File: config.mk
export PLATFORM = sky130hd
export DESIGN_NAME = branch_predictor
export DESIGN_NICKNAME = d
export VERILOG_FILES = /design/src/rtl/branch_predictor.sv
export SDC_FILE = /design/constraint.sdc
export NUM_CORES = 1
export LEC_CHECK = 0
export ABC_CLOCK_PERIOD_IN_PS = 3700
export CAP_MARGIN = 5
export CORE_ASPECT_RATIO = 1.5
export CORE_UTILIZATION = 54
export CTS_CLUSTER_DIAMETER = 50
export DETAILED_ROUTE_END_ITERATION = 10
export HOLD_SLACK_MARGIN = 0.15
export PLACE_DENSITY = 0.76
export REMOVE_ABC_BUFFERS = 1
export SETUP_SLACK_MARGIN = 0.05
export SLEW_MARGIN = 40
export SYNTH_ARGS = -nofsm -noshare
export SYNTH_HDL_FRONTEND = slang
export SYNTH_SLANG_ARGS = --single-unit
export TNS_END_PERCENT = 30
File: constraint.sdc
create_clock -name clk -period 3.7 [get_ports clk]
set_input_delay 0.555 -clock clk [delete_from_list [all_inputs] [get_ports clk]]
set_output_delay 0.555 -clock clk [all_outputs]
set_load 0.05 [all_outputs]
File: src/rtl/branch_predictor.sv
// branch_predictor
// Tagged, direct-mapped table of 2-bit saturating counters. A branch in FD
// gets a combinational taken/not-taken guess, and the table is trained when
// that branch resolves in X. Two wrapping 32-bit performance counters track
// lookups and mispredictions.
module branch_predictor #(
    parameter  int PC_WIDTH = 32,
    parameter  int LINES    = 16,
    localparam int IDX_W    = $clog2(LINES),
    localparam int TAG_W    = PC_WIDTH - IDX_W - 2
) (
    input  logic                clk,
    input  logic                rst_n,
    input  logic [PC_WIDTH-1:0] pc_guess,
    input  logic                is_br_guess,
    output logic                pred_taken,
    input  logic [PC_WIDTH-1:0] pc_check,
    input  logic                is_br_check,
    input  logic                br_taken_check,
    input  logic                mispredict,
    output logic [31:0]         lookup_cnt,
    output logic [31:0]         mispred_cnt
);

    // Counter encodings: the MSB is the taken guess.
    localparam logic [1:0] CTR_STRONG_NT = 2'b00;
    localparam logic [1:0] CTR_WEAK_NT   = 2'b01;
    localparam logic [1:0] CTR_WEAK_T    = 2'b10;
    localparam logic [1:0] CTR_STRONG_T  = 2'b11;

    // Table storage. Only the valid bits are reset; tag and counter contents
    // are meaningless until their line has been allocated.
    logic [LINES-1:0] valid_q;
    logic [TAG_W-1:0] tag_q [LINES];
    logic [1:0]       ctr_q [LINES];

    logic [31:0] lookup_q;
    logic [31:0] mispred_q;

    // PC fields. Bits [1:0] are word-alignment bits and carry no information.
    logic [IDX_W-1:0] idx_guess;
    logic [TAG_W-1:0] tag_guess;
    logic [IDX_W-1:0] idx_check;
    logic [TAG_W-1:0] tag_check;
    logic [3:0]       unused_pc_low;

    assign idx_guess     = pc_guess[IDX_W+1:2];
    assign tag_guess     = pc_guess[PC_WIDTH-1:IDX_W+2];
    assign idx_check     = pc_check[IDX_W+1:2];
    assign tag_check     = pc_check[PC_WIDTH-1:IDX_W+2];
    assign unused_pc_low = {pc_guess[1:0], pc_check[1:0]};

    // Lookup path: a tag hit on a valid line predicts from the counter MSB.
    // This reads the pre-edge table, so a same-cycle update is not bypassed.
    logic hit_guess;

    always_comb begin
        hit_guess  = valid_q[idx_guess] && (tag_q[idx_guess] == tag_guess);
        pred_taken = is_br_guess && hit_guess && ctr_q[idx_guess][1];
    end

    // Training path: on a hit the counter moves toward the outcome and
    // saturates; on a miss the line is (re)allocated in the weak state that
    // matches the outcome.
    logic       hit_check;
    logic [1:0] ctr_cur;
    logic [1:0] ctr_next;

    always_comb begin
        hit_check = valid_q[idx_check] && (tag_q[idx_check] == tag_check);
        ctr_cur   = ctr_q[idx_check];
        ctr_next  = ctr_cur;
        if (!hit_check) begin
            ctr_next = br_taken_check ? CTR_WEAK_T : CTR_WEAK_NT;
        end else if (br_taken_check) begin
            ctr_next = (ctr_cur == CTR_STRONG_T) ? CTR_STRONG_T : ctr_cur + 2'd1;
        end else begin
            ctr_next = (ctr_cur == CTR_STRONG_NT) ? CTR_STRONG_NT : ctr_cur - 2'd1;
        end
    end

    // Valid bits: cleared by reset, set when a resolving branch allocates.
    always_ff @(posedge clk or negedge rst_n) begin
        if (!rst_n) begin
            valid_q <= '0;
        end else if (is_br_check) begin
            valid_q[idx_check] <= 1'b1;
        end
    end

    // Tag and counter storage: written on every resolving branch. A write on
    // a reset edge is harmless because the valid bit stays cleared.
    always_ff @(posedge clk) begin
        if (is_br_check) begin
            tag_q[idx_check] <= tag_check;
            ctr_q[idx_check] <= ctr_next;
        end
    end

    // Lookup performance counter, wraps naturally at 32 bits.
    always_ff @(posedge clk or negedge rst_n) begin
        if (!rst_n) begin
            lookup_q <= '0;
        end else if (is_br_guess) begin
            lookup_q <= lookup_q + 32'd1;
        end
    end

    // Mispredict counter; mispredict is only meaningful alongside is_br_check.
    always_ff @(posedge clk or negedge rst_n) begin
        if (!rst_n) begin
            mispred_q <= '0;
        end else if (is_br_check && mispredict) begin
            mispred_q <= mispred_q + 32'd1;
        end
    end

    assign lookup_cnt  = lookup_q;
    assign mispred_cnt = mispred_q;

endmodule

Word level (Yosys, flattened, before mapping)
Memory sizes are Yosys's and may differ from the RTL's.
Index checks and enable logic that the tools add are counted.
{"block": "word_totals", "memories": 2, "out_inout_bits": 65, "ramBits": 448, "in_bits": 70, "wordCells": 36, "register_bits": 80}
{"name": "tag_q", "depth": 16, "word_bits": 26, "rd": 2, "rd_clocked_by_memory_dff": 0, "wr": 1, "line_no": "34", "source": "logic [TAG_W-1:0] tag_q [LINES];"}
{"name": "ctr_q", "depth": 16, "word_bits": 2, "rd": 2, "rd_clocked_by_memory_dff": 0, "wr": 1, "line_no": "35", "source": "logic [1:0] ctr_q [LINES];"}
{"block": "op_classes", "n_addsub": 4, "eq_ne": 3, "bitwise": 1, "mux": 13, "reduce_logical": 7, "order_cmp": 3}
{"op": "adder 32 x 1 -> 32 bit, second input constant", "count": 2}
{"op": "== test 26 bit", "count": 2}
{"op": "OR 16 bit", "count": 1}
{"op": "less-than comparator 4 x 5 -> 1 bit, second input constant", "count": 2}
{"op": "2-to-1 mux 2 bit", "count": 5}
{"op": "binary-select mux 1 bit (select 4 bit)", "count": 2}
{"op": "logical AND 1 bit", "count": 6}
{"op": "2-to-1 mux 1 bit", "count": 5}
{"op": "demux 1 bit (select 4 bit)", "count": 1}
{"op": ">= comparator 4 x 1 -> 1 bit, second input constant", "count": 1}
{"op": "adder 2 x 1 -> 2 bit, second input constant", "count": 1}
{"op": "== test 2 bit, second input constant", "count": 1}
{"op": "logical NOT 2 bit", "count": 1}
{"op": "subtractor 2 x 1 -> 2 bit, second input constant", "count": 1}

Depth between registers and ports, before layout
Gate-level depths: netlist (run 1).
{"block": "logic_depth", "word_depth": 5, "mapped_depth": 13, "ltp_nobuf": 9}

Worst setup path before layout (run 1)
Ideal clock, no wire load.
{"block": "synth_timing", "path_type": "input to output", "startpoint": "input port pc_guess[2]", "endpoint": "output port pred_taken", "cell_stages": 8, "arrival_ps": 3983, "path_buffers": 3, "path_slack_ps": -838, "path_cell_list": "buf_2 -> buf_1 -> clkbuf_1 -> mux4_2 -> mux4_2 -> xnor2_1 -> nand4_1 -> nor3_1"}
{"block": "synth_via", "elab_chain_len": 5, "word_cells_on_any_way": 8}
{"element": "start: declaration", "line_no": "14", "source": "input logic [PC_WIDTH-1:0] pc_guess,"}
{"element": "memory (16 x 26 bit) / binary-select mux 1 bit (select 4 bit) (equally long branches)"}
{"element": "== test 26 bit / 2-to-1 mux 1 bit (equally long branches)", "line_no": "58", "source": "hit_guess = valid_q[idx_guess] && (tag_q[idx_guess] == tag_guess);"}
{"element": "logical AND 1 bit", "line_no": "58"}
{"element": "logical AND 1 bit", "line_no": "59", "source": "pred_taken = is_br_guess && hit_guess && ctr_q[idx_guess][1];"}
{"element": "logical AND 1 bit *", "line_no": "59"}
{"element": "end: declaration", "line_no": "16", "source": "output logic pred_taken,"}
Mark *: on every way between the ends. The rest lies on a longest branch, timed or not. The select of a mux whose other input is x is not followed.

==> qor.csv, run 1 <==
metric;value;unit
status;finished with violations;
violations;setup timing;
drv_cap;0;
overflow;0;
place.port_buffers;130;
slew_headroom;0.5135;
clk_pin_slew;0.07;ns
yosysSeqAreaShare;0.6299;
syn_to_final_growth;22.35;%
ant_nets;0;
ys_ff_latch;528;
combPwrFrac;0.133;
crit_fanout;2;
fin_crit;3.770;ns
finalHoldViolCount;0;
syn_area;0.02454;sq mm
place_congestion;0.9247;
drtIter0Drc;1322;
drc;0;
synth_edf_count;448;
grt_pass1_wl;99750;um
cp.arrival;3.22;ns
synth.most_common_cell;edfxtp_1;
power_density;476.4;mW/mm^2
max_freq;0.2652;GHz
intPower;10860;uW
antenna_found_initial;0;
p_leak;0.01037;uW
initial_core_util;0.5476;
ir_drop;0.5397;mV
insertion_delay;0.59;ns
layout_setup_ws;-0.07004;ns
grt_pass1_vias;15790;
routed_wl;66940;um
synth_ff_type;edfxtp_1;
seqPwrFrac;0.478;
core;0.04481;sq mm
report.final.slew_viol_count;0;
synth-async-reset-ratio;0.1515;
nets;1690;
cts_max_path_buffers;3;
rsz0062_at_grt;true;
fin_util;0.6699;
root_buffer;clkbuf_16;
clock_power_share;0.389;
setup_violations;1;
cts.sinks;528;
grt_max_degree;81;
fp.dieW;176.1;um
fp-row-count;95;
grt_usage;0.2972;
die_y;263.1;um
routedWlPerCell;29.86;um
cp-start-kind;flop;
vias_per_cell;6.660;
worst_pin_slew;0.7297;ns
diodes;0;
yosysUniqueCellTypes;56;
yosys-top-cells-area;edfxtp_1 55%, mux4_2 21%, dfrtp_1 8.2%;
fin_crit_sh;1.019;
synth_cells;1323;
num_vias;14931;
synth_top_area_share;0.5483;
required;3.14;ns
die_area;0.04631;sq mm
synth_commonest_cells;448 x edfxtp_1, 228 x mux4_2, 80 x dfrtp_1;
io_pins;135;
switchingPower;3442;uW
htree_levels;2;
critical_path_class;reg2out;
fin_skew;0.01915;ns
dp_slack;-0.4437;ns
end_kind;output pin;
min_path_type;reg2reg;
yosys.area.top_type;edfxtp_1;
ys_warn_count;0;
dr.pass1.iters;5;
cts_inserted_buffers;50;
layoutNonFillerInstCount;2242;
dp.cells;2139;
dp_hpwl;44330;um
swShare;0.2407;
drive_gt1_frac;0.3373;
cts_tree;done;
synth_area_per_cell;18.55;sq um
[flip-flops by register name (all words and copies together) (netlist names)]
signal	cells
ctr_q	32
lookup_cnt	32
mispred_cnt	32
tag_q	416
valid_q	16
[placed cells by master, fill, tap and decap left out, types with 11 or more instances in the layout]
cell,n
dfrtp_1,80
o22ai_1,11
xor2_1,50
nand3_1,28
nand2_1,57
nor2b_1,12
clkbuf_16,51
o21ai_0,16
buf_4,145
buf_12,33
mux2_2,15
nand4_1,15
edfxtp_1,448
mux4_2,228
or2_2,17
mux2i_1,49
nor2_1,29
inv_1,13
clkdlybuf4s50_1,121
nor2_4,12
xnor2_1,61
[final timing paths]
kind,slack [ns],startpoint,to,depth (start not counted)
max,-0.07,tag_q[15][13]$_DFFE_PP_,pred_taken,9
min,0.48,lookup_cnt[31]$_DFFE_PN0P_,lookup_cnt[31]$_DFFE_PN0P_,1
max reg2reg,0.25,tag_q[3][16]$_DFFE_PP_,ctr_q[7][0]$_DFFE_PP_,10
min reg2reg,0.48,lookup_cnt[31]$_DFFE_PN0P_,lookup_cnt[31]$_DFFE_PN0P_,1
max in group asynchronous,2.61,rst_n,valid_q[2]$_DFFE_PN0P_,2
min in group asynchronous,0.57,rst_n,lookup_cnt[27]$_DFFE_PN0P_,2
[area by class of cell]
type,instances,area (sq um)
fill,2894,14790
clock inverter,29,426.7
sequential,528,15450
multi-input combinational,713,8796
timing repair buffer,311,3194
clock buffer,65,1369
tap,582,728.2
inverter,14,52.55
[power groups by stage]
stage               registers (uW)  logic [uW]  clock network, uW
finish                        6840        1900               5570
global route                  6850        2000               5810
CTS                           6830        1900               5620
detailed placement            6950        1860                  0
global placement              6940        1820                  0
floorplan                     7160         717                  0
[worst max-delay path: stages, from the launching register on]
cell      delay (ns)
edfxtp_1        0.41
mux4_2          0.51
mux4_2          0.50
xor2_1          0.15
nor4_1          0.26
buf_4           0.22
nand3_4         0.11
nor3_2          0.20
buf_4           0.14
buf_12          0.12
[logic make-up (layout without fill, tap and decap cells)]
kind of cell,Yosys count,count (layout),share of synthesized area
adder cells (fa/ha/maj),2,2,0.001020
XOR/XNOR,111,111,0.03962
AO/OA/AOI/OAI,82,82,0.02361
buffers and inverters,82,419,0.01856
flip-flops,528,528,0.6299
AND/OR/NAND/NOR,220,220,0.04477
multiplexers,298,298,0.2426
[layer usage]
metal,GRT usage,part of all wire,vias up
met2,0.5001,0.51,875
met1,0.3580,0.35,7738
met3,0.04578,0.074,264
met5,0,0,-
li1,-,-,6054
met4,0.1861,0.070,0
[per-stage QoR]
step | power (uW) | hold WS, ns | cell area [sq um] | setup TNS, ns
2_1_floorplan | 7881 | 0.2594 | 24130 | 0
4_1_cts | 14350 | 0.4804 | 30020 | -0.07829
3_3_place_gp | 8757 | 0.4613 | 27970 | -2.954
6_report | 14300 | 0.4758 | 30020 | -0.07004
3_5_place_dp | 8812 | 0.4691 | 27980 | -6.541
5_1_grt | 14660 | 0.4975 | 30020 | -0.1344
[timing repair]
action                                 CTS  global route
buffers inserted                         5             0
cloned                                   3             0
setup endpoints to repair                1             1
hold buffers                             1             0
pin swaps                                7             1
gates resized for setup                 18             0
endpoints found under the hold margin   80             0
No activity file was read; power rests on OpenSTA's default activity.
==> run 2, diff against run 1 <==
Settings changed: ABC_CLOCK_PERIOD_IN_PS 3700 to 3350, TNS_END_PERCENT 30 to 50.
Clock period 3.7 ns to 3.35 ns, I/O delays scaled along.
==> run 2 against run 1 <==
Against the previous run: the run still ends with setup timing left; clock-buffer cell count fell by 2; sequential cell count did not move; setup slack got worse by 0.30 ns; non-clock buffer count rose by 56; clock power rose by 10%; clock skew rose by 0.00063 ns; sequential power rose by 10%; via count rose by 0.20%; die area did not move; worst hold slack got worse by 0.15 ns; cell count rose by 2.5%; sequential share of layout area fell by 0.91 points; critical path type is now in2out; highest routed layer unchanged.
==> qor.csv, run 2 (same netlist as run 1, synthesis figures left out) <==
metric;value;unit;change
clk_pin_slew;0.07;ns;about the same
path_cells;buf_16 -> buf_12 -> buf_6 -> buf_12 -> buf_4 -> buf_4 -> mux4_2 -> mux4_2 -> xnor2_1 -> nand4_1 -> nor3_4 -> buf_6 -> buf_12;;
drive_gt1_frac;0.3636;;+0.02629
multi_input_area;0.008886;sq mm;+1.0%
grt_max_degree;81;;unchanged
vias_per_cell;6.510;;-2.2%
max_freq;0.2687;GHz;
num_vias;14961;;+0.20%
fillers;2833;;-2.1%
cpLargestDelayFamily;buffers and inverters;;
syn_to_final_growth;24.56;%;
dp.cells;2182;;+2.0%
seq_area;0.01545;sq mm;unchanged
grt_util_met3;0.04347;;-0.002311
drv_cap;0;;unchanged
place.port_buffers;130;;unchanged
setup_tns;-0.3718;ns;-0.3017 ns
slowest_stage;mux4_2;;
worstReg2RegStart;tag_q[11][14]$_DFFE_PP_;;
routed_wl;67850;um;+1.4%
worst_pin_slew;0.6168;ns;-0.1129 ns
critPathMaxStageDelay;0.53;ns;+0.02 ns
violations;setup timing;;
nets;1746;;+3.3%
setup_violations;1;;unchanged
dp_hpwl;46190;um;+4.2%
htree_levels;2;;unchanged
die_area;0.04631;sq mm;unchanged
top_register;tag_q;;
largest_reg_flops;416;;unchanged
place_area;0.02839;sq mm;+1.5%
critical_path_class;in2out;;
ir_drop;0.4190;mV;-22%
required;2.85;ns;-0.29 ns
grt.met2_usage;0.5250;;+0.02490
power_density;519.5;mW/mm^2;+9.0%
min_path_type;in2async;;
routedWlPerCell;29.53;um;-1.1%
ant_nets;0;;unchanged
met1_usage;0.3618;;+0.003884
dp_slack;-0.5640;ns;-0.1203 ns
core;0.04481;sq mm;unchanged
critical_path_buf_inv_count;8;;+5
io_pins;135;;unchanged
crit_top_cell;buf_12;;
die_y;263.1;um;unchanged
cts_inserted_buffers;50;;unchanged
grt_pass1_vias;15871;;+0.51%
fin_util;0.6821;;+0.01212
grt_pass1_wl;100700;um;+0.98%
grt_usage;0.3004;;+0.003223
end_kind;output pin;;
fin_crit;3.722;ns;
p_leak;0.01065;uW;+2.8%
overflow;0;;unchanged
drc;0;;unchanged
fin_crit_sh;1.111;;
slew_headroom;0.5878;;+0.07429
drtIter0Drc;1537;;+16%
root_buffer;clkbuf_16;;
layoutNonFillerInstCount;2298;;+2.5%
fin_skew;0.01979;ns;+0.0006335 ns
report.final.slew_viol_count;0;;unchanged
fp-row-count;95;;unchanged
finalHoldViolCount;0;;unchanged
fp.dieW;176.1;um;unchanged
diodes;0;;unchanged
cp.arrival;3.22;ns;about the same
fin_area;0.03056;sq mm;+1.8%
place_congestion;0.9203;;-0.48%
rsz0062_at_grt;true;;
layout_commonest_cell;edfxtp_1;;
dr.pass1.iters;5;;unchanged
crit_fanout;9;;+7
status;finished with violations;;
insertion_delay;0.59;ns;about the same
antenna_found_initial;0;;unchanged
final_cell_mix;448 x edfxtp_1, 228 x mux4_2, 193 x buf_4, 121 x clkdlybuf4s50_1, 80 x dfrtp_1;;
cts_max_path_buffers;3;;unchanged
cts_tree;done;;
cts.sinks;528;;unchanged
cp-start-kind;primary input;;
initial_core_util;0.5476;;unchanged
grt_busiest_layer;met2;;
startpoint;pc_guess[2];;
layout_setup_ws;-0.3718;ns;-0.3017 ns
run 2: cell count changes in the layout (fill, tap and decap cells not counted), sizes merged:
cell | previous run | this run
buf | 186 | 245
bufbuf | 3 | 0
bufinv | 10 | 9
clkbuf | 65 | 63
clkinv | 13 | 14
clkinvlp | 4 | 6
run 2: what timing repair did:
item | in CTS | in global routing
setup endpoints to repair | 33 | 33
hold buffers | 1 | 0
resized for setup | 18 | 13
setup buffers | 6 | 14
hold endpoints to repair | 80 | 0
pin swaps | 9 | 10
run 2: final timing paths:
| kind | endpoint | slack (ns) | cells after the start |
|---|---|---|---|
| min in group clk | lookup_cnt[31]$_DFFE_PN0P_ | 0.48 | 1 |
| max in group asynchronous | valid_q[9]$_DFFE_PN0P_ | 2.46 | 3 |
| worst min-delay path | lookup_cnt[8]$_DFFE_PN0P_ | 0.33 | 2 |
| worst max register to register | ctr_q[1][0]$_DFFE_PP_ | 0.06 | 9 |
| worst min register to register | lookup_cnt[31]$_DFFE_PN0P_ | 0.48 | 1 |
| worst max-delay path | pred_taken | -0.37 | 13 |
run 2: report_power, final:
group | switching (uW) | leakage, uW | total (uW) | internal, uW
Combinational | 1180 | 0.00472 | 2190 | 1010
Clock | 2480 | 0.000861 | 6140 | 3660
Sequential | 185 | 0.00507 | 7550 | 7370
Total | 3840 | 0.0107 | 15900 | 12000
run 2: area by class of cell:
class | instances | share of cell area
Sequential cell | 528 | 0.5056
Multi-Input combinational cell | 713 | 0.2907
Timing Repair Buffer | 367 | 0.1192
Clock buffer | 63 | 0.04564
Tap cell | 582 | 0.02383
Clock inverter | 31 | 0.01322
Inverter | 14 | 0.001719
run 2: layer usage:
metal | up-vias | part of all wire | wire length [um]
met5 | - | 0 | 0
met2 | 853 | 0.53 | 35670
met4 | 0 | 0.051 | 3474
met3 | 176 | 0.074 | 4990
met1 | 7761 | 0.35 | 23710
li1 | 6171 | - | -
run 2: stage by stage:
stage / hold WS [ns] / power [uW]
floorplan: 0.2069 / 8705
finish: 0.3276 / 15880
global placement: 0.4615 / 9737
CTS: 0.4788 / 15930
detailed placement: 0.4687 / 9800
global route: 0.3346 / 16310
